**src/rtl/spdif_pkg.sv**
```systemverilog
// Shared types and constants for the S/PDIF transmit scheduler.
package spdif_pkg;

  typedef enum logic [1:0] {
    S_IDLE,
    S_PRIME,
    S_RUN,
    S_UNDERRUN
  } sched_state_e;

  localparam int BLOCK_FRAMES_DEF = 192;

  typedef struct packed {
    logic [31:0] left;
    logic [31:0] right;
  } pair_t;

  localparam pair_t MUTE_PAIR    = '0;
  localparam logic  V_INVALID    = 1'b1;
  localparam logic  V_VALID      = 1'b0;

endpackage

```
**src/rtl/spdif_sched_fifo.sv**
```systemverilog
// Synchronous FIFO of stereo pairs with occupancy count and single-cycle flush.
module spdif_sched_fifo
  import spdif_pkg::*;
#(
  parameter int DEPTH = 4,
  localparam int AW = $clog2(DEPTH),
  localparam int CW = AW + 1
) (
  input  logic          clk,
  input  logic          rst,
  input  logic          flush,
  input  logic          push,
  input  logic          pop,
  input  pair_t         wr_data,
  output pair_t         rd_data,
  output logic [CW-1:0] count
);

  pair_t         mem [DEPTH];
  logic [AW-1:0] wr_ptr, rd_ptr;

  assign rd_data = mem[rd_ptr];

  // Storage carries no reset; only pointers and count define occupancy.
  always_ff @(posedge clk) begin
    if (push) mem[wr_ptr] <= wr_data;
  end

  always_ff @(posedge clk) begin
    if (rst || flush) begin
      wr_ptr <= '0;
      rd_ptr <= '0;
      count  <= '0;
    end else begin
      if (push) wr_ptr <= wr_ptr + AW'(1);
      if (pop)  rd_ptr <= rd_ptr + AW'(1);
      count <= count + CW'(push) - CW'(pop);
    end
  end

endmodule

```
**src/rtl/spdif_tx_scheduler.sv**
```systemverilog
// Frame-strobed pair scheduler with priming, mute and underrun recovery.
// Optional SPDIF_TX_SCHED_STATS_EN adds a saturating underrun counter port.
module spdif_tx_scheduler
  import spdif_pkg::*;
#(
  parameter int FIFO_DEPTH   = 4,
  parameter int PRIME_LEVEL  = 2,
  parameter int BLOCK_FRAMES = BLOCK_FRAMES_DEF
) (
  input  logic        clk,
  input  logic        rst,
  input  logic        enable,
  input  logic        in_valid,
  output logic        in_ready,
  input  logic [31:0] in_left,
  input  logic [31:0] in_right,
  input  logic [3:0]  rate_code_req,
  input  logic        frame_tick,
  output logic [31:0] data_left,
  output logic [31:0] data_right,
  output logic        validity,
  output logic [3:0]  sample_rate_code,
  output logic        block_start,
  output logic        underrun_flag
`ifdef SPDIF_TX_SCHED_STATS_EN
  ,
  output logic [15:0] underrun_count
`endif
);

  localparam int CW = $clog2(FIFO_DEPTH) + 1;
  localparam int FW = $clog2(BLOCK_FRAMES);

  sched_state_e  state, state_n;
  logic [CW-1:0] count;
  logic [FW-1:0] fidx;
  pair_t         rd_pair;
  logic          push, pop, load, mute, set_uf, tick_act, en_q;

  assign in_ready = enable && (count != CW'(FIFO_DEPTH));
  assign push     = in_valid && in_ready;
  assign tick_act = enable && frame_tick && (state != S_IDLE);

  spdif_sched_fifo #(.DEPTH(FIFO_DEPTH)) u_fifo (
    .clk     (clk),
    .rst     (rst),
    .flush   (!enable),
    .push    (push),
    .pop     (pop),
    .wr_data ('{left: in_left, right: in_right}),
    .rd_data (rd_pair),
    .count   (count)
  );

  always_comb begin
    state_n = state;
    pop     = 1'b0;
    load    = 1'b0;
    mute    = 1'b0;
    set_uf  = 1'b0;
    if (!enable) begin
      state_n = S_IDLE;
      mute    = 1'b1;
    end else begin
      case (state)
        S_IDLE: state_n = S_PRIME;
        S_PRIME, S_UNDERRUN:
          if (frame_tick) begin
            if (count >= CW'(PRIME_LEVEL)) begin
              pop     = 1'b1;
              load    = 1'b1;
              state_n = S_RUN;
            end else begin
              mute = 1'b1;
            end
          end
        S_RUN:
          // Pre-push count decides: a pair arriving with the tick is too late.
          if (frame_tick) begin
            if (count != '0) begin
              pop  = 1'b1;
              load = 1'b1;
            end else begin
              mute    = 1'b1;
              set_uf  = 1'b1;
              state_n = S_UNDERRUN;
            end
          end
        default: state_n = S_IDLE;
      endcase
    end
  end

  always_ff @(posedge clk) begin
    if (rst) begin
      state            <= S_IDLE;
      en_q             <= 1'b0;
      data_left        <= '0;
      data_right       <= '0;
      validity         <= V_INVALID;
      sample_rate_code <= '0;
      block_start      <= 1'b0;
      underrun_flag    <= 1'b0;
      fidx             <= '0;
    end else begin
      state       <= state_n;
      en_q        <= enable;
      block_start <= 1'b0;
      if (load) begin
        data_left  <= rd_pair.left;
        data_right <= rd_pair.right;
        validity   <= V_VALID;
      end else if (mute) begin
        data_left  <= MUTE_PAIR.left;
        data_right <= MUTE_PAIR.right;
        validity   <= V_INVALID;
      end
      if (enable && !en_q)  underrun_flag <= 1'b0;
      else if (set_uf)      underrun_flag <= 1'b1;
      // Rate code is latched at session start and otherwise only at block wrap.
      if (enable && state == S_IDLE) begin
        fidx             <= '0;
        sample_rate_code <= rate_code_req;
      end else if (tick_act) begin
        if (fidx == FW'(BLOCK_FRAMES - 1)) begin
          fidx             <= '0;
          block_start      <= 1'b1;
          sample_rate_code <= rate_code_req;
        end else begin
          fidx <= fidx + FW'(1);
        end
      end
    end
  end

`ifdef SPDIF_TX_SCHED_STATS_EN
  always_ff @(posedge clk) begin
    if (rst)                                 underrun_count <= '0;
    else if (set_uf && underrun_count != '1) underrun_count <= underrun_count + 16'd1;
  end
`endif

endmodule

```
**config.mk**
```make
export PLATFORM = sky130hd
export DESIGN_NAME = spdif_tx_scheduler
export DESIGN_NICKNAME = d
export VERILOG_FILES = /design/src/rtl/spdif_pkg.sv /design/src/rtl/spdif_sched_fifo.sv /design/src/rtl/spdif_tx_scheduler.sv
export SDC_FILE = /design/constraint.sdc
export NUM_CORES = 1
export LEC_CHECK = 0
export ABC_AREA = 1
export ABC_CLOCK_PERIOD_IN_PS = 4730
export BUFFER_PORTS_ARGS = -buffer_cell sky130_fd_sc_hd__buf_2
export CAP_MARGIN = 20
export CORE_MARGIN = 3
export CORE_UTILIZATION = 29
export DETAILED_ROUTE_END_ITERATION = 8
export GPL_TIMING_DRIVEN = 0
export PLACE_DENSITY_LB_ADDON = 0.2
export RECOVER_POWER = 100
export REMOVE_ABC_BUFFERS = 1
export SLEW_MARGIN = 5
export SYNTH_ARGS = -nofsm -noshare
export SYNTH_HDL_FRONTEND = slang
export SYNTH_SLANG_ARGS = --single-unit
```
**constraint.sdc**
```tcl
create_clock -name clk -period 4.73 [get_ports clk]
set_input_delay 0.473 -clock clk [delete_from_list [all_inputs] [get_ports clk]]
set_output_delay 0.473 -clock clk [all_outputs]
set_load 0.1 [all_outputs]
```
==> impl_metrics.toml, run 1 <==
[floorplanning]
start_util_pct = 29.5
die_area_sq_mm = 0.0476
die_h_um = 218
num_rows = 77
die_w_um = 218
io_pins = 145
core_sq_mm = 0.0443

[timing]
fin_crit_sh_pct = 81.8
finalHoldViolCount = 0
fin_crit_ns = 3.87
relSlewSlack_pct = -58.7
setup_ws_ns = 0.860
rsz0062_at_grt = "no"
clock.fmax_mhz = 258
whs_ns = 0.167
finClkSkew_ns = 0.0130
tightestPinTransition_ns = 2.37
slew_viol_final = 109
setup-violations-final = 0

[power_and_ir_drop]
p_leak_nw = 5.03
power_density_mw_per_mm2 = 420
p_total_mw = 6.56
p_comb_share_pct = 3.0
ir_drop_mv = 0.231
p_int_mw = 5.24
switchingPower_mw = 1.32
swShare_pct = 20.1
pwr-share-clk_pct = 46.3
pwr-share-seq_pct = 50.7

[place]
dp.final_hpwl_mm = 18.4
place_congestion = 0.696
place_inst = 1748
io_buffers = 144
dp_slack_ns = 1.05

[min_path]
hold_depth = 3
holdPathEnd = "sample_rate_code[1]"
worstHoldPathType = "input pin to flip-flop"
min_from = "rate_code_req[1]"

[yosys]
synth-main-ff-cell = "edfxtp_1"
synthXorXnorAreaFrac_pct = 0.335
synthMuxAreaShare_pct = 0
synth-edff-count = 256
synth_compound_area_share_pct = 11.5
synth-seq-cells = 347
synth.most_common_cell = "edfxtp_1"
ys_seq_area_share_pct = 72.8
synth_top_cell_area_share_pct = 58.9
synth_area_sq_mm = 0.0131
avgSynthCellArea_sq_um = 12.2
yosys.area_share.simple_pct = 10.9
synth_top_family_by_area = "compound AO/OA/AOI/OAI gates"
ys_top_cells_by_area = "edfxtp_1 (59%), dfxtp_1 (14%), o21ai_0 (4.6%)"
synth.distinct_cells = 32
postSynthCellCount = 1066
synth_warnings = 0
synth.largest_area_cell = "edfxtp_1"
async_reset_ff_share_pct = 0
synth_common_cells = "edfxtp_1 (256), nor2_1 (156), o21ai_0 (121)"
synth-adder-area-share_pct = 0.920

[status]
violations = "capacitance limit, slew limit"
outcome = "finished with violations"

[route]
drt-vias-per-instance = 4.69
wire_per_inst_um = 18.0
drc = 0
wl_mm = 32.8
drt_iter0_drc = 466
vias = 8533
drt-pass1-iter-count = 4
ant_nets = 0

[clock_tree]
clk_latency_ns = 0.54
cts_max_path_buffers = 3
cts_setup_buffers = 0
ctsResizeCount = 0
cts_buffers = 39
path_clk_slew_ns = 0.06
ctsHoldBuffers = 0
clock-root-buffer = "clkbuf_16"
h-tree-depth = 2
cts_tree = "built"
cts_num_sinks = 347

[grt]
grt.total_usage_pct = 13.6
grt_overflow = 0
grt_max_degree = 76
antenna_found_initial = 2
grt_pass1_wl_mm = 49.8
grt_pass1_vias = 8314

[setup_path]
timing.rr.start = "u_fifo.count[1]"
crit_type = "flip-flop to flip-flop"
critPathSlowestCell = "nor2_1"
r2r-end = "u_fifo.mem[0][28]"
crit_path_max_incr_delay_ns = 1.64
r2r_slack_ns = 0.86
crit_chain = "inv_1 -> a31oi_1 -> nand2_1 -> nor2_1 -> clkbuf_2"
critPathArrivalTime_ns = 4.03
crit_fanout = 24
required_ns = 4.89
rr_worst_depth = 5
critPathLaunchType = "flip-flop"
endpoint_kind = "flip-flop"

[layout]
fillers = 4437
final_cells = 1820
layout-drive-gt1-share_pct = 8.31
area_growth_pct = 19.5
final_nets = 1279

[flow_run]
max_cap_violations = 5
[layer usage]
metal / GRT usage (%) / wire (um)
met1: 18.7 / 15600
met2: 21.5 / 15000
met3: 3.17 / 1560
met4: 4.24 / 584
met5: 0 / 23
[cell type report]
class,count,area (sq um),share of cell area [%]
well taps,592,741,4.75
clock inverters,12,131,0.842
diodes,1,2.50,0.0160
multi-input cells,622,3080,19.7
inverters,28,118,0.754
repair buffers,159,842,5.40
clock buffers,59,1170,7.53
flip-flops and latches,347,9520,61.0
[how the worst max path moves through the flow]
stage                    startpoint                end  slack (ns)  depth (start not counted)
detailed placement       frame_tick    u_fifo.count[2]        1.05                         13
floorplan           u_fifo.count[1]   u_fifo.mem[0][0]       -1.27                          4
global placement          flip-flop      data_left[14]       -3.52                          5
global route        u_fifo.count[1]  u_fifo.mem[0][39]        0.52                          5
CTS                 u_fifo.count[1]    u_fifo.count[2]        1.07                         12
finish              u_fifo.count[1]  u_fifo.mem[0][28]        0.86                          5
[worst max-delay path: cells and delay by family, from the launching register on]
family | cells | cell delay, ns
AND/OR/NAND/NOR | 2 | 1.87
buffers and inverters | 2 | 0.96
flip-flops | 1 | 0.41
AO/OA/AOI/OAI | 1 | 0.21
[state kept, by name, summed over array words and instances (netlist names), named ones only]
name and cells:
validity 1, u_fifo.rd_ptr 2, u_fifo.mem 256, sample_rate_code 4, data_left 32, u_fifo.count 3
en_q 1, state 2, u_fifo.wr_ptr 2, underrun_flag 1, data_right 32, block_start 1
fidx 8
[layout by cell type, fill, tap and decap left out, types with 5 or more instances in the layout]
cell       netlist  routed
nor2_1         156     156
buf_2           26       7
a21oi_1         68      70
clkbuf_16        0      42
o22ai_1         64      64
nand2_1         80      86
nand3_1         71      72
clkbuf_1        30     148
a21oi_2         10       8
dfxtp_1         91      89
buf_12           0       7
inv_1           23      23
o21ai_0        121     122
ha_1             8       8
clkinv_1         0       6
edfxtp_1       256     256
buf_16           0       5
o21ai_1         11      10
clkbuf_8         0       6
[kinds of logic after synthesis]
logic type,after synthesis
flip-flops,347
AND/OR/NAND/NOR,332
AO/OA/AOI/OAI,276
buffers and inverters,97
adder cells (fa/ha/maj),9
XOR/XNOR,5
[stage by stage]
| stage | setup TNS (ns) | util [%] | cell area [sq um] |
|---|---|---|---|
| floorplan | -325.63 | - | 12700 |
| finish | 0 | 35.2 | 15600 |
| global placement | -825.49 | 32.0 | 14200 |
| global route | 0 | 35.2 | 15600 |
| CTS | 0 | 35.8 | 15900 |
| detailed placement | 0 | 32.9 | 14600 |
[power by group through the flow]
stage	clock (mW)	combinational (mW)	sequential, mW
after floorplan	0	0.0695	3.42
after global placement	0	0.195	3.39
after detailed placement	0	0.217	3.39
after CTS	3.15	0.217	3.32
after global routing	3.26	0.221	3.32
final	3.03	0.200	3.32
No activity file was read; power rests on OpenSTA's default activity.
==> run 2: changes to the inputs <==
--- a/config.mk
+++ b/config.mk
@@ -5,8 +5,8 @@
 export SDC_FILE = /design/constraint.sdc
 export NUM_CORES = 1
 export LEC_CHECK = 0
-export ABC_AREA = 1
-export ABC_CLOCK_PERIOD_IN_PS = 4730
+export ABC_AREA = 0
+export ABC_CLOCK_PERIOD_IN_PS = 3600
 export BUFFER_PORTS_ARGS = -buffer_cell sky130_fd_sc_hd__buf_2
 export CAP_MARGIN = 20
 export CORE_MARGIN = 3
==> constraint.sdc (replaced) <==
create_clock -name clk -period 3.6 [get_ports clk]
set_input_delay 0.36 -clock clk [delete_from_list [all_inputs] [get_ports clk]]
set_output_delay 0.36 -clock clk [all_outputs]
set_load 0.1 [all_outputs]
==> run 2 against run 1 <==
Compared with the run above:
- highest routed layer unchanged
- critical endpoint is now u_fifo.count[2]
- sequential power increased by 31%
- sequential share of layout area decreased by 3.0 points
- worst setup slack lost 0.30 ns
- clock skew up 0.0011 ns
- area after synthesis increased by 1.6%
- first-iteration DRC count shrank 42%
- combinational power rose by 49%
- register-to-register slack lost 0.30 ns
- utilization up 1.5 points
- maximum frequency rose by 27%
- hold slack worse by 0.076 ns
- non-clock buffer count increased by 43
- the flow still finishes with violations (capacitance limit, slew limit)
==> impl_metrics.toml, run 2 <==
[status]
outcome = "finished with violations"
violations = "capacitance limit, slew limit"

[layout]
area_growth_pct = 23.8
register_area_sq_mm = 0.00952
top_register = "u_fifo.mem"
final_nets = 1042
largestRegisters = "u_fifo.mem x256, data_left x32, data_right x32"
multi_input_area_sq_mm = 0.00350
layout_common_cells = "edfxtp_1 (256), clkbuf_1 (143), dfxtp_1 (89)"
mostFrequentLayoutCell = "edfxtp_1"
fillers = 4351
layout-drive-gt1-share_pct = 16.6
final_cells = 1583
design_area_sq_mm = 0.0164
largest_reg_flops = 256

[power_and_ir_drop]
power_density_mw_per_mm2 = 534
p_comb_share_pct = 3.4
pwr-share-clk_pct = 46.9
p_int_mw = 6.95
ir_drop_mv = 0.282
switchingPower_mw = 1.81
swShare_pct = 20.7
pwr-share-seq_pct = 49.7
p_leak_nw = 5.66

[floorplanning]
die_w_um = 220
start_util_pct = 29.7
die_area_sq_mm = 0.0483
core_sq_mm = 0.0447
num_rows = 77
die_h_um = 220
io_pins = 145

[route]
drt-vias-per-instance = 4.45
vias = 7048
ant_nets = 0
drt-pass1-iter-count = 4
wire_per_inst_um = 18.5
drc = 0
drt_iter0_drc = 268
wl_mm = 29.2

[min_path]
worstHoldPathType = "input pin to flip-flop"
hold_depth = 3

[yosys]
synth_common_cells = "edfxtp_1 (256), dfxtp_1 (91), nand2b_1 (74)"
synth-main-ff-cell = "edfxtp_1"
synth_area_sq_mm = 0.0133
synth.distinct_cells = 44
async_reset_ff_share_pct = 0
postSynthCellCount = 755
synth.largest_area_cell = "edfxtp_1"
avgSynthCellArea_sq_um = 17.6
synth.most_common_cell = "edfxtp_1"
synth-edff-count = 256
synth_warnings = 0
ys_top_cells_by_area = "edfxtp_1 (58%), dfxtp_1 (14%), mux4_2 (11%)"
synth_top_cell_area_share_pct = 58.0
ys_seq_area_share_pct = 71.7
synth-seq-cells = 347

[grt]
antenna_found_initial = 2
grt_pass1_wl_mm = 45.3
grt_max_degree = 48
grt_pass1_vias = 7504
grt.total_usage_pct = 12.4
grt_overflow = 0

[setup_path]
endpoint_kind = "flip-flop"
rr_worst_depth = 11
critPathLaunchType = "flip-flop"
required_ns = 4.01
critPathArrivalTime_ns = 3.45
crit_type = "flip-flop to flip-flop"
crit_fanout = 9

[place]
placed_area_sq_mm = 0.0149
place_inst = 1467
dp_slack_ns = 0.807
place_congestion = 0.647
dp.final_hpwl_mm = 17.3
io_buffers = 144

[timing]
setup-violations-final = 0
whs_ns = 0.0913
fin_crit_ns = 3.04
finClkSkew_ns = 0.0141
rsz0062_at_grt = "no"
setup_ws_ns = 0.562
slew_viol_final = 149
clock.fmax_mhz = 329
relSlewSlack_pct = -32.7
fin_crit_sh_pct = 84.4
tightestPinTransition_ns = 1.99
finalHoldViolCount = 0

[clock_tree]
cts_max_path_buffers = 3
path_clk_slew_ns = 0.06
cts_num_sinks = 347
cts_buffers = 41
h-tree-depth = 2
ctsResizeCount = 0
cts_tree = "built"
clk_latency_ns = 0.55
clock-root-buffer = "clkbuf_16"

[flow_run]
max_cap_violations = 5
[run 2: changes by cell type after synthesis, moves of 12 or more]
cell	before	now
a21oi_1	68	1
buf_2	26	13
inv_1	23	10
mux2i_1	0	72
mux4_2	0	64
nand2_1	80	60
nand2b_1	0	74
nand3_1	71	2
nor2_1	156	10
nor3_1	1	13
o21ai_0	121	1
o22ai_1	64	0
[run 2: final cells by class]
| type | count | share of cell area [%] |
|---|---|---|
| well taps | 592 | 4.51 |
| clock buffers | 48 | 6.53 |
| multi-input cells | 357 | 21.3 |
| repair buffers | 202 | 7.79 |
| diodes | 1 | 0.0152 |
| inverters | 11 | 0.252 |
| clock inverters | 25 | 1.59 |
| flip-flops and latches | 347 | 58.0 |
[run 2: metrics by stage]
step	util (%)	setup TNS, ns	total power [mW]
3_5_place_dp	33.3	0	4.72
6_report	36.7	0	8.77
5_1_grt	36.7	0	9.12
2_1_floorplan	-	-129.66	4.58
4_1_cts	37.2	0	8.96
3_3_place_gp	32.5	-589.75	4.71
[run 2: cells by family (layout without fill, tap and decap cells)]
| group | count (synthesis) | after routing | share of synthesized area, % |
|---|---|---|---|
| DFF | 347 | 347 | 71.7 |
| adders and majority gates | 9 | 9 | 0.906 |
| muxes | 136 | 136 | 16.3 |
| other | 0 | 1 | 0 |
| and+or+nand+nor | 187 | 187 | 7.49 |
| xor gates and xnor gates | 9 | 9 | 0.594 |
| AOI/OAI and AO/OA | 16 | 16 | 1.06 |
| buffers and inverters | 51 | 286 | 1.93 |
[run 2: final timing paths]
| path | from | slack (ns) | endpoint |
|---|---|---|---|
| setup / recovery | state[1] | 0.56 | u_fifo.count[2] |
| hold / removal | rate_code_req[1] | 0.09 | sample_rate_code[1] |
| setup reg to reg | state[1] | 0.56 | u_fifo.count[2] |
| hold reg to reg | data_right[26] | 0.46 | data_right[26] |
[run 2: repair_timing]
item                      in CTS  in global routing
hold endpoints to repair     161                  0
setup buffers                  0                  0
hold buffers                  42                  0
[run 2: worst max-delay path: stages, from the launching register on]
cell and delay (ns):
dfxtp_1 0.42, nor2b_1 0.45, mux2i_1 0.25, o21ai_4 0.55
inv_2 0.13, ha_1 0.30, inv_1 0.06, ha_1 0.12
inv_1 0.04, fa_1 0.37, xnor2_1 0.16, nor2_1 0.05
[run 2: power groups by stage]
| stage | clock, mW | combinational [mW] | sequential, mW |
|---|---|---|---|
| floorplan | 0 | 0.113 | 4.46 |
| global placement | 0 | 0.264 | 4.44 |
| detailed placement | 0 | 0.286 | 4.44 |
| CTS | 4.28 | 0.324 | 4.35 |
| global route | 4.43 | 0.331 | 4.36 |
| finish | 4.11 | 0.298 | 4.35 |
[run 2: routing by layer]
metal | wire [um] | GRT usage (%)
met1 | 13100 | 16.3
met2 | 14100 | 20.3
met3 | 1470 | 2.94
met4 | 594 | 3.95
met5 | 13 | 0
